[config.mk]
export PLATFORM = sky130hd
export DESIGN_NAME = ifu_fetch_flat
export DESIGN_NICKNAME = d
export VERILOG_FILES = /design/src/rtl/ifu_fetch_if.sv /design/src/rtl/ifu_fetch.sv /design/src/flat_wrapper.sv
export SDC_FILE = /design/constraint.sdc
export NUM_CORES = 1
export LEC_CHECK = 0
export ABC_CLOCK_PERIOD_IN_PS = 3980
export CAP_MARGIN = 5
export CORE_MARGIN = 8
export CORE_UTILIZATION = 31
export DETAILED_ROUTE_END_ITERATION = 10
export GPL_ROUTABILITY_DRIVEN = 0
export PLACE_DENSITY = 0.59
export REMOVE_ABC_BUFFERS = 1
export SYNTH_ARGS = -nofsm -noshare
export SYNTH_HDL_FRONTEND = slang
export SYNTH_SLANG_ARGS = --single-unit
[constraint.sdc]
create_clock -name clk -period 3.98 [get_ports clk]
set_clock_uncertainty 0.05 [all_clocks]
set_input_delay 0.398 -clock clk [delete_from_list [all_inputs] [get_ports clk]]
set_output_delay 0.398 -clock clk [all_outputs]
set_load 0.05 [all_outputs]
[src/rtl/ifu_fetch_if.sv]
// Fetch unit bundle: instruction-memory request/response, EXU redirect and IF/ID delivery.
interface ifu_fetch_if #(
    parameter int CPU_WIDTH = 32
);
    logic                 ifu2imem_req;
    logic [CPU_WIDTH-1:0] ifu2imem_addr;
    logic                 imem2ifu_gnt;
    logic                 imem2ifu_rvalid;
    logic [CPU_WIDTH-1:0] imem2ifu_rdata;
    logic                 idu2ifu_stall;
    logic                 exu2ifu_branch_en;
    logic                 exu2ifu_jump_en;
    logic [CPU_WIDTH-1:0] exu2ifu_target_pc;
    logic                 ifu2idu_en;
    logic [CPU_WIDTH-1:0] ifu2idu_pc;
    logic [CPU_WIDTH-1:0] ifu2idu_inst;

    modport master (
        output ifu2imem_req, ifu2imem_addr, ifu2idu_en, ifu2idu_pc, ifu2idu_inst,
        input  imem2ifu_gnt, imem2ifu_rvalid, imem2ifu_rdata, idu2ifu_stall,
               exu2ifu_branch_en, exu2ifu_jump_en, exu2ifu_target_pc
    );

    modport slave (
        input  ifu2imem_req, ifu2imem_addr, ifu2idu_en, ifu2idu_pc, ifu2idu_inst,
        output imem2ifu_gnt, imem2ifu_rvalid, imem2ifu_rdata, idu2ifu_stall,
               exu2ifu_branch_en, exu2ifu_jump_en, exu2ifu_target_pc
    );
endinterface

[src/rtl/ifu_fetch.sv]
// Fetch PC, single-outstanding imem request FSM and 2-entry instruction queue; response pushed at
// its rvalid edge and presented the next cycle; decode stall holds the queue and throttles requests.
module ifu_fetch #(
    parameter int                   CPU_WIDTH = 32,
    parameter logic [CPU_WIDTH-1:0] RST_PC    = '0
) (
    input logic         clk,
    input logic         rst_n,
    ifu_fetch_if.master bus
);
    typedef enum logic [1:0] {
        ST_IDLE = 2'd0,
        ST_WAIT = 2'd1,
        ST_DROP = 2'd2
    } state_t;

    localparam logic [CPU_WIDTH-1:0] PC_STEP    = CPU_WIDTH'(4);
    localparam logic [CPU_WIDTH-1:0] ALIGN_MASK = ~CPU_WIDTH'(3);

    state_t               state;
    state_t               state_nxt;
    logic [CPU_WIDTH-1:0] fetch_pc;
    logic [CPU_WIDTH-1:0] req_pc;
    logic [1:0]           cnt;
    logic [1:0]           cnt_nxt;
    logic [CPU_WIDTH-1:0] hd_pc;
    logic [CPU_WIDTH-1:0] hd_inst;
    logic [CPU_WIDTH-1:0] tl_pc;
    logic [CPU_WIDTH-1:0] tl_inst;
    logic                 redirect;
    logic                 push;
    logic                 pop;
    logic                 req;
    logic                 grant;
    logic                 en;

    always_ff @(posedge clk or negedge rst_n) begin
        if (!rst_n) begin
            state <= ST_IDLE;
        end else begin
            state <= state_nxt;
        end
    end

    // req is gated by rst_n so nothing is requested while the unit is held in reset.
    always_comb begin
        redirect  = bus.exu2ifu_branch_en | bus.exu2ifu_jump_en;
        push      = 1'b0;
        pop       = 1'b0;
        req       = 1'b0;
        grant     = 1'b0;
        en        = 1'b0;
        state_nxt = state;

        push    = (state == ST_WAIT) & bus.imem2ifu_rvalid;
        en      = (cnt != 2'd0) & ~bus.idu2ifu_stall & ~redirect;
        pop     = en;
        cnt_nxt = cnt + {1'b0, push} - {1'b0, pop};
        req     = rst_n & ~redirect
                & ((state == ST_IDLE) | ((state == ST_WAIT) & bus.imem2ifu_rvalid))
                & (cnt_nxt <= 2'd1);
        grant   = req & bus.imem2ifu_gnt;

        unique case (state)
            ST_IDLE: begin
                if (grant) state_nxt = ST_WAIT;
            end
            ST_WAIT: begin
                if (bus.imem2ifu_rvalid) begin
                    state_nxt = grant ? ST_WAIT : ST_IDLE;
                end else if (redirect) begin
                    state_nxt = ST_DROP;
                end
            end
            ST_DROP: begin
                if (bus.imem2ifu_rvalid) state_nxt = ST_IDLE;
            end
            default: state_nxt = ST_IDLE;
        endcase
    end

    always_ff @(posedge clk or negedge rst_n) begin
        if (!rst_n) begin
            fetch_pc <= RST_PC;
            req_pc   <= '0;
        end else begin
            if (redirect) begin
                fetch_pc <= bus.exu2ifu_target_pc & ALIGN_MASK;
            end else if (grant) begin
                fetch_pc <= fetch_pc + PC_STEP;
            end
            if (grant) begin
                req_pc <= fetch_pc;
            end
        end
    end

    // Head register always holds the oldest entry; with cnt==1 a pop leaves it as the last-popped value.
    always_ff @(posedge clk or negedge rst_n) begin
        if (!rst_n) begin
            cnt     <= 2'd0;
            hd_pc   <= '0;
            hd_inst <= '0;
            tl_pc   <= '0;
            tl_inst <= '0;
        end else if (redirect) begin
            cnt <= 2'd0;
        end else begin
            cnt <= cnt_nxt;
            unique case ({push, pop})
                2'b11: begin
                    if (cnt == 2'd2) begin
                        hd_pc   <= tl_pc;
                        hd_inst <= tl_inst;
                        tl_pc   <= req_pc;
                        tl_inst <= bus.imem2ifu_rdata;
                    end else begin
                        hd_pc   <= req_pc;
                        hd_inst <= bus.imem2ifu_rdata;
                    end
                end
                2'b10: begin
                    if (cnt == 2'd0) begin
                        hd_pc   <= req_pc;
                        hd_inst <= bus.imem2ifu_rdata;
                    end else begin
                        tl_pc   <= req_pc;
                        tl_inst <= bus.imem2ifu_rdata;
                    end
                end
                2'b01: begin
                    if (cnt == 2'd2) begin
                        hd_pc   <= tl_pc;
                        hd_inst <= tl_inst;
                    end
                end
                default: ;
            endcase
        end
    end

    assign bus.ifu2imem_req  = req;
    assign bus.ifu2imem_addr = fetch_pc;
    assign bus.ifu2idu_en    = en;
    assign bus.ifu2idu_pc    = hd_pc;
    assign bus.ifu2idu_inst  = hd_inst;
endmodule

[src/flat_wrapper.sv]
// flat-port wrapper written by rule: the top's interface ports become plain ports
module ifu_fetch_flat 
#(
    parameter int                   CPU_WIDTH = 32,
    parameter logic [CPU_WIDTH-1:0] RST_PC    = '0
)
  (clk, rst_n, bus_ifu2imem_req, bus_ifu2imem_addr, bus_ifu2idu_en, bus_ifu2idu_pc, bus_ifu2idu_inst, bus_imem2ifu_gnt, bus_imem2ifu_rvalid, bus_imem2ifu_rdata, bus_idu2ifu_stall, bus_exu2ifu_branch_en, bus_exu2ifu_jump_en, bus_exu2ifu_target_pc);
  ifu_fetch_if #(.CPU_WIDTH(CPU_WIDTH)) bus_i ();
  input logic clk;
  input logic rst_n;
  output wire logic [$bits(bus_i.ifu2imem_req)-1:0] bus_ifu2imem_req;
  output wire logic [$bits(bus_i.ifu2imem_addr)-1:0] bus_ifu2imem_addr;
  output wire logic [$bits(bus_i.ifu2idu_en)-1:0] bus_ifu2idu_en;
  output wire logic [$bits(bus_i.ifu2idu_pc)-1:0] bus_ifu2idu_pc;
  output wire logic [$bits(bus_i.ifu2idu_inst)-1:0] bus_ifu2idu_inst;
  input wire logic [$bits(bus_i.imem2ifu_gnt)-1:0] bus_imem2ifu_gnt;
  input wire logic [$bits(bus_i.imem2ifu_rvalid)-1:0] bus_imem2ifu_rvalid;
  input wire logic [$bits(bus_i.imem2ifu_rdata)-1:0] bus_imem2ifu_rdata;
  input wire logic [$bits(bus_i.idu2ifu_stall)-1:0] bus_idu2ifu_stall;
  input wire logic [$bits(bus_i.exu2ifu_branch_en)-1:0] bus_exu2ifu_branch_en;
  input wire logic [$bits(bus_i.exu2ifu_jump_en)-1:0] bus_exu2ifu_jump_en;
  input wire logic [$bits(bus_i.exu2ifu_target_pc)-1:0] bus_exu2ifu_target_pc;
  assign bus_ifu2imem_req = bus_i.ifu2imem_req;
  assign bus_ifu2imem_addr = bus_i.ifu2imem_addr;
  assign bus_ifu2idu_en = bus_i.ifu2idu_en;
  assign bus_ifu2idu_pc = bus_i.ifu2idu_pc;
  assign bus_ifu2idu_inst = bus_i.ifu2idu_inst;
  assign bus_i.imem2ifu_gnt = bus_imem2ifu_gnt;
  assign bus_i.imem2ifu_rvalid = bus_imem2ifu_rvalid;
  assign bus_i.imem2ifu_rdata = bus_imem2ifu_rdata;
  assign bus_i.idu2ifu_stall = bus_idu2ifu_stall;
  assign bus_i.exu2ifu_branch_en = bus_exu2ifu_branch_en;
  assign bus_i.exu2ifu_jump_en = bus_exu2ifu_jump_en;
  assign bus_i.exu2ifu_target_pc = bus_exu2ifu_target_pc;
  ifu_fetch #(.CPU_WIDTH(CPU_WIDTH), .RST_PC(RST_PC)) u_core (.clk(clk), .rst_n(rst_n), .bus(bus_i));
endmodule
After elaboration in Yosys (flattened, before gate mapping)
Cells that the tools add are included.
W data, S select, Z words.
- bitwise gates (word level): 11
- magnitude comparators: 1
- add/subtract/negate cells: 3
- reduce and logical (&&, ||, !) cells: 9
- eq/ne operators: 13
- multiplexer cells: 23
- operators by type and width (kind ; number):
    $mux W32 ; 12
    $pmux W32 S3 ; 2
    $pmux W32 S2 ; 2
    $add A32 B3 Y32 const B ; 1
    $mux W2 ; 5
    $eq A2 B2 Y1 const B ; 4
    $ne A2 B1 Y1 const B ; 4
    $reduce_and A4 Y1 ; 2
    $and A1 B1 Y1 ; 7
    $pmux W2 S3 ; 1
    $reduce_bool A2 Y1 ; 3
    $eq A2 B1 Y1 const B ; 2
    $logic_not A2 Y1 ; 2
    $ne A2 B2 Y1 const B ; 2
    $ne A3 B2 Y1 const B ; 1
    $reduce_and A3 Y1 ; 1
    $reduce_bool A3 Y1 ; 1
    $add A2 B1 Y2 ; 1
    $le A2 B1 Y1 const B ; 1
    $not A1 Y1 ; 2
    $or A1 B1 Y1 ; 2
    $sub A2 B1 Y2 ; 1
    $mux W1 ; 1
- logic and storage cells: 68
- flip-flop bits (word level): 196
- output and inout bits: 98

Longest topological paths before layout
Gate-level depths: netlist of the first run.
- depth after elaboration: 10
- mapped depth: 10

Worst setup path after synthesis of the first run
OpenSTA, ideal clock, no wires.
- path type: register to register
- start point: reg u_core.cnt[0]
- end point: reg u_core.fetch_pc[28] (netlist: u_core.bus.ifu2imem_addr[28])
- stages on the path, launching flop included: 10
- path buffers: 1
- setup time: 82 ps
- required time: 3848 ps
- setup slack: 1070 ps
- arrival time: 2778 ps
- clock period less this slack: 2910 ps
- path through: dfrtp_1 > buf_2 > or2_2 > and2_1 > xor2_1 > ha_1 > xnor2_1 > or3_4 > or4_1 > a31oi_1
- cells in the longest elaborated chain, start to end: 8
- elaborated cells between the ends (all ways): 9
- classes of those cells: add/sub (2); order compare (1); bitwise (4); reduce/logical (2)
- RTL lines (element ; line ; text):
    start: declaration ; ifu_fetch.sv:24 ; logic [1:0] cnt;
    start signal: assignment ; ifu_fetch.sv:109 ; cnt <= cnt_nxt;
    $reduce_bool A2 Y1 ; ifu_fetch.sv:56 ; en = (cnt != 2'd0) & ~bus.idu2ifu_stall & ~redirect;
    $and A1 B1 Y1 (2 in series) ; ifu_fetch.sv:56 ;
    named net bus_ifu2idu_en ; flat_wrapper.sv:13 ; output wire logic [$bits(bus_i.ifu2idu_en)-1:0] bus_ifu2idu_en;
    $sub A2 B1 Y2 ; ifu_fetch.sv:58 ; cnt_nxt = cnt + {1'b0, push} - {1'b0, pop};
    $le A2 B1 Y1 ; ifu_fetch.sv:61 ; & (cnt_nxt <= 2'd1);
    $and A1 B1 Y1 ; ifu_fetch.sv:61 ;
    $and A1 B1 Y1 ; ifu_fetch.sv:62 ; grant = req & bus.imem2ifu_gnt;
    $reduce_bool A2 Y1 (no line) ; n/a ;
    end signal: assignment ; ifu_fetch.sv:88 ; fetch_pc <= bus.exu2ifu_target_pc & ALIGN_MASK;
    end signal: assignment ; ifu_fetch.sv:90 ; fetch_pc <= fetch_pc + PC_STEP;
    end: declaration ; ifu_fetch.sv:22 ; logic [CPU_WIDTH-1:0] fetch_pc;
The timed path passes the listed nets, and every way through them passes these cells.
A chain may end at the register's enable or synchronous reset.

Final worst setup path of the first run
- start point: reg u_core.cnt[0]
- end point: reg u_core.fetch_pc[16] (netlist: u_core.bus.ifu2imem_addr[16])
- cells in the longest elaborated chain, start to end: 8
- elaborated cells between the ends (all ways): 9
- classes of those cells: add/sub (2); order compare (1); bitwise (4); reduce/logical (2)
- RTL lines (element ; line):
    $reduce_bool A2 Y1 ; ifu_fetch.sv:56
    $and A1 B1 Y1 (2 in series) ; ifu_fetch.sv:56
    $sub A2 B1 Y2 * ; ifu_fetch.sv:58
    $le A2 B1 Y1 * ; ifu_fetch.sv:61
    $and A1 B1 Y1 * ; ifu_fetch.sv:61
    $and A1 B1 Y1 * ; ifu_fetch.sv:62
    $reduce_bool A2 Y1 (no line) * ; n/a
Every way passes the cells marked *; elsewhere a longest branch is shown, timed or not.

==> flow_summary.ini, run 1 <==
[outcome]
outcome = finished clean

[logic_synthesis]
synth_top_area_cell = dfrtp_1
synth.area.top_cells = dfrtp_1 (57%), mux2_2 (8.4%), nand2_1 (7.7%)
synth.cells.most_frequent = dfrtp_1 (189), nand2_1 (171), o21ai_0 (86)
synth-edff-count = 0
async_flop_share = 1.00
ys_ff_latch = 189
synth_top_flop_cell = dfrtp_1
ys_seq_area_frac = 0.568
synth_most_common_cell = dfrtp_1
syn_area_per_cell_um2 = 10.9
synth_top_area_frac = 0.568
netlist_instances = 762
syn-cell-area_um2 = 8330
ys_types = 53
yosys_warnings = 0

[placement]
dpl.hpwl_um = 15300
io_buffer_count = 164
dp.cells = 1237
placed_area_um2 = 10400

[die]
fp.dieH_um = 180
core_um2 = 26700
fp.dieArea_um2 = 32400
start_util = 0.312
die_w_um = 180
num_rows = 60
ios = 169

[final_layout]
final_core_util = 0.412
n_antenna_cell = 0
fin_area_um2 = 11000
area_growth_pct = 31.9
final_net_count = 989
instances_no_fill = 1270
drive_gt1_frac = 0.135

[sta]
fmax_mhz = 310
finalSetupViolations = 0
timing_hold_violations_final = 0
slew_violations = 0
timing.final.crit_share = 0.809
worst_slew_margin_rel = 0.348
rsz0062_at_grt = no
worstMarginPinSlew_ns = 0.972
finalCriticalPeriod_ns = 3.22

[clocking]
tritoncts = done
clock_latency_ns = 0.43
clk_pin_slew_ns = 0.08
cts_max_level = 4
cts_made_buffers = 17
cts_setup_buffers = 0
clockBufferDepth = 2
cts-resized-gates = 0
cts.sinks = 189
cts_root_buf = clkbuf_16

[critical_path]
path_max_fanout = 16
path_class = reg -> reg
endpoint_kind = flop
cp-start-kind = flop
cp.arrival_ns = 3.51
required_ns = 4.27

[drt]
wirelength_um = 21800
detail_route.iter0.violations = 379
vias = 6091
first_pass_iters = 7
routedWlPerCell_um = 17.2
drc_errors = 0
antenna_left = 0
viasPerCell = 4.80

[pwr]
switchingPower_mw = 1.65
p_per_area_nw_per_um2 = 453
seqPwrFrac = 0.450
ir_drop_mv = 0.263
combPwrFrac = 0.207
clkPwrFrac = 0.343
power_leakage_nw = 4.77
power.share.switching = 0.332
power.internal_mw = 3.32

[global_routing]
grt_util_all_layers = 0.137
grt_pass1_wl_um = 35800
grt_max_degree = 69
grt_pass1_vias = 6256
grt_antenna_before_repair = 0
overflow = 0

[job]
maxCapViolCount = 0

[min_path]
hp-class = in -> async
==> metal layers <==
layer,track usage,wire (um)
met1,0.188,10600
met2,0.214,9970
met3,0.0371,1070
met4,0.0313,178
met5,0,0
==> timing repair <==
item	4_1_cts	5_1_grt
hold buffers	1	0
setup endpoints to repair	0	0
endpoints found under the hold margin	26	0
==> flip-flops by register name (all words and copies together), names as in the netlist <==
| signal | count |
|---|---|
| u_core.state | 2 |
| u_core.bus.ifu2imem_addr | 30 |
| u_core.tl_pc | 30 |
| u_core.tl_inst | 32 |
| u_core.req_pc | 30 |
| u_core.bus.ifu2idu_inst | 32 |
| u_core.bus.ifu2idu_pc | 31 |
| u_core.cnt | 2 |
==> logic make-up after synthesis <==
group | after synthesis | share of synthesized area
AO/OA/AOI/OAI | 122 | 0.0825
XOR/XNOR | 17 | 0.0179
adder cells (fa/ha/maj) | 2 | 0.00300
buffers and inverters | 53 | 0.0273
flip-flops | 189 | 0.568
multiplexers | 125 | 0.160
other | 1 | 0.000450
AND/OR/NAND/NOR | 253 | 0.141
==> through the flow <==
stage	hold WS (ns)	worst slack, ns	power, mW	setup TNS [ns]
after global routing	0.434	0.493	5.23	0
after global placement	0.254	0.484	3.31	0
after floorplan	0.0524	-3.93	2.86	-245.12
after CTS	0.409	0.771	5.06	0
final	0.400	0.759	4.98	0
after detailed placement	0.255	0.397	3.33	0
==> area by class of cell <==
| cell class | instances | area (um^2) |
|---|---|---|
| Sequential cell | 189 | 4730 |
| Timing Repair Buffer | 180 | 1800 |
| Fill cell | 2538 | 15700 |
| Tap cell | 341 | 427 |
| Multi-Input combinational cell | 521 | 3410 |
| Inverter | 7 | 26.3 |
| Clock inverter | 14 | 150 |
| Clock buffer | 18 | 439 |
==> worst paths after layout <==
check,startpoint,end,slack [ns],cells past startpoint
max in group asynchronous,rst_n,u_core.tl_inst[19],1.81,4
setup reg to reg,u_core.cnt[0],u_core.bus.ifu2imem_addr[16],0.76,9
min in group clk,u_core.bus.ifu2idu_inst[30],u_core.bus.ifu2idu_inst[30],0.43,2
setup / recovery,u_core.cnt[0],u_core.bus.ifu2imem_addr[16],0.76,9
hold reg to reg,u_core.bus.ifu2idu_inst[30],u_core.bus.ifu2idu_inst[30],0.43,2
hold / removal,rst_n,u_core.bus.ifu2idu_pc[17],0.40,2
==> cells in the final DEF (no fill, tap or decap), types with 2 or more instances in the layout <==
master / Yosys / layout
dfrtp_1: 189 / 189
nand2_1: 171 / 171
clkdlybuf4s50_1: 0 / 162
o21ai_0: 86 / 85
mux2i_1: 63 / 63
mux2_2: 62 / 62
clkbuf_16: 0 / 17
xnor2_1: 14 / 14
buf_4: 3 / 13
nor2_1: 13 / 12
nand3_1: 9 / 9
nand4_1: 9 / 9
nor4_1: 9 / 9
and3_1: 8 / 8
a21oi_1: 8 / 8
inv_1: 7 / 7
and2_1: 5 / 5
and4_1: 5 / 5
or4_1: 4 / 4
inv_6: 0 / 4
inv_8: 0 / 4
nor3_1: 3 / 3
or2_2: 3 / 3
xor2_1: 3 / 3
o21ai_1: 4 / 3
or3_1: 3 / 3
o311ai_0: 3 / 3
a31oi_1: 3 / 3
o221a_2: 3 / 3
clkinv_8: 0 / 3
buf_12: 0 / 3
o21ai_4: 0 / 2
nor2b_1: 2 / 2
o21bai_1: 2 / 2
ha_1: 2 / 2
conb_1: 1 / 2
clkbuf_8: 0 / 2
==> power by group through the flow <==
stage | Clock (mW) | Sequential (mW) | Combinational (mW)
after floorplan | 0 | 2.65 | 0.218
after global placement | 0 | 2.28 | 1.03
after detailed placement | 0 | 2.28 | 1.04
after CTS | 1.77 | 2.24 | 1.05
after global routing | 1.84 | 2.27 | 1.11
final | 1.71 | 2.24 | 1.03
==> critical path, cell delays in order (launching register included) <==
cell and delay (ns):
dfrtp_1 0.50, or2_2 0.35, and2_1 0.19, xor2_1 0.15, ha_1 0.22, xnor2_1 0.78
nor2_2 0.27, buf_4 0.29, a31oi_1 0.16, a21boi_0 0.18
(Power assumes the default switching activity.)
==> inputs of run 2 (changes only) <==
- ABC_CLOCK_PERIOD_IN_PS: 3980 -> 3300
- clock period: 3.98 -> 3.3 ns (I/O delays scaled with it)
==> flow_summary.ini, run 2 (same netlist as run 1, synthesis figures left out) <==
[drt]
detail_route.iter0.violations = 369
vias = 6014
antenna_left = 0
wirelength_um = 21500
drc_errors = 0
first_pass_iters = 4
viasPerCell = 4.72
routedWlPerCell_um = 16.9

[final_layout]
layout_common_cells = dfrtp_1 (189), nand2_1 (171), clkdlybuf4s50_1 (162), o21ai_0 (85), mux2i_1 (63)
drive_gt1_frac = 0.137
final_net_count = 993
mostFrequentLayoutCell = dfrtp_1
final_core_util = 0.414
n_antenna_cell = 0
area_growth_pct = 32.5

[die]
core_um2 = 26700
num_rows = 60
fp.dieArea_um2 = 32400
fp.dieH_um = 180
start_util = 0.312
ios = 169
die_w_um = 180

[critical_path]
cp-start-kind = flop
endpoint_kind = output pin
cp.arrival_ns = 2.57
startpoint = u_core.cnt[0]
reg2reg_from = u_core.cnt[0]
path_max_fanout = 7
required_ns = 2.92
path_class = reg -> out

[job]
maxCapViolCount = 0

[sta]
finalCriticalPeriod_ns = 2.95
slew_violations = 0
worst_slew_margin_rel = 0.440
finalSetupViolations = 0
timing_hold_violations_final = 0
fin_worst_hold_slack_ns = 0.259
timing.final.crit_share = 0.893
worstMarginPinSlew_ns = 0.840
rsz0062_at_grt = no
fmax_mhz = 339

[pwr]
power_mw = 6.07
ir_drop_mv = 0.301
p_per_area_nw_per_um2 = 550
power_leakage_nw = 4.79

[global_routing]
grt_util_all_layers = 0.135
grt_max_degree = 94
grt_pass1_vias = 6267
grt_antenna_before_repair = 0
grt_pass1_wl_um = 35300
overflow = 0

[clocking]
cts.sinks = 189
cts_made_buffers = 17
clock_latency_ns = 0.43
cts-resized-gates = 0
cts_max_level = 4
cts_setup_buffers = 0
cts_hold_buf = 1
cts_root_buf = clkbuf_16
clk_pin_slew_ns = 0.08
clockBufferDepth = 2
tritoncts = done

[min_path]
hp-class = in -> async

[placement]
dpl.hpwl_um = 14800
io_buffer_count = 164

[outcome]
outcome = finished clean
-- run 2: final cells by class --
type | count | area (um^2)
fill | 2544 | 15600
sequential | 189 | 4730
multi-input combinational | 521 | 3410
timing repair buffer | 184 | 1850
tap | 341 | 427
clock buffer | 17 | 425
clock inverter | 14 | 174
inverter | 7 | 26.3
-- run 2: worst paths after layout --
kind	end	slack, ns	cells after the start
min	u_core.bus.ifu2idu_inst[22]	0.26	2
max	bus_ifu2imem_req	0.35	8
max reg2reg	u_core.bus.ifu2imem_addr[28]	0.46	8
min reg2reg	u_core.bus.ifu2idu_inst[1]	0.43	2
max in group asynchronous	u_core.tl_inst[8]	1.87	3
min in group clk	u_core.bus.ifu2imem_addr[6]	0.40	3
-- run 2: report_power, final --
part | internal [mW] | switching [mW] | total (mW) | leakage (nW)
Combinational | 0.443 | 0.803 | 1.25 | 2.00
Sequential | 2.53 | 0.172 | 2.70 | 2.50
Clock | 1.15 | 0.971 | 2.12 | 0.292
Total | 4.12 | 1.95 | 6.07 | 4.79
-- run 2: per-layer routing --
| metal | GRT usage | part of all wire |
|---|---|---|
| met5 | 0 | 0 |
| met4 | 0.0293 | 0.0060 |
| met3 | 0.0405 | 0.052 |
| met2 | 0.213 | 0.46 |
| met1 | 0.180 | 0.48 |
-- run 2: per-stage QoR --
stage | instance area (um^2) | std cells | worst slack (ns) | TNS (ns)
2_1_floorplan | 8130 | 717 | -4.57 | -327.46
3_5_place_dp | 10400 | 1241 | 0.243 | 0
3_3_place_gp | 10400 | 1241 | 0.278 | 0
4_1_cts | 11000 | 1273 | 0.335 | 0
5_1_grt | 11000 | 1273 | 0.207 | 0
6_report | 11000 | 1273 | 0.354 | 0
-- run 2: worst max-delay path, cell delays in order (launching register included) --
cell	delay, ns
dfrtp_1	0.49
or2_2	0.34
and2_1	0.19
xor2_1	0.14
ha_1	0.23
xor2_1	0.19
buf_4	0.16
and3_1	0.23
buf_12	0.16
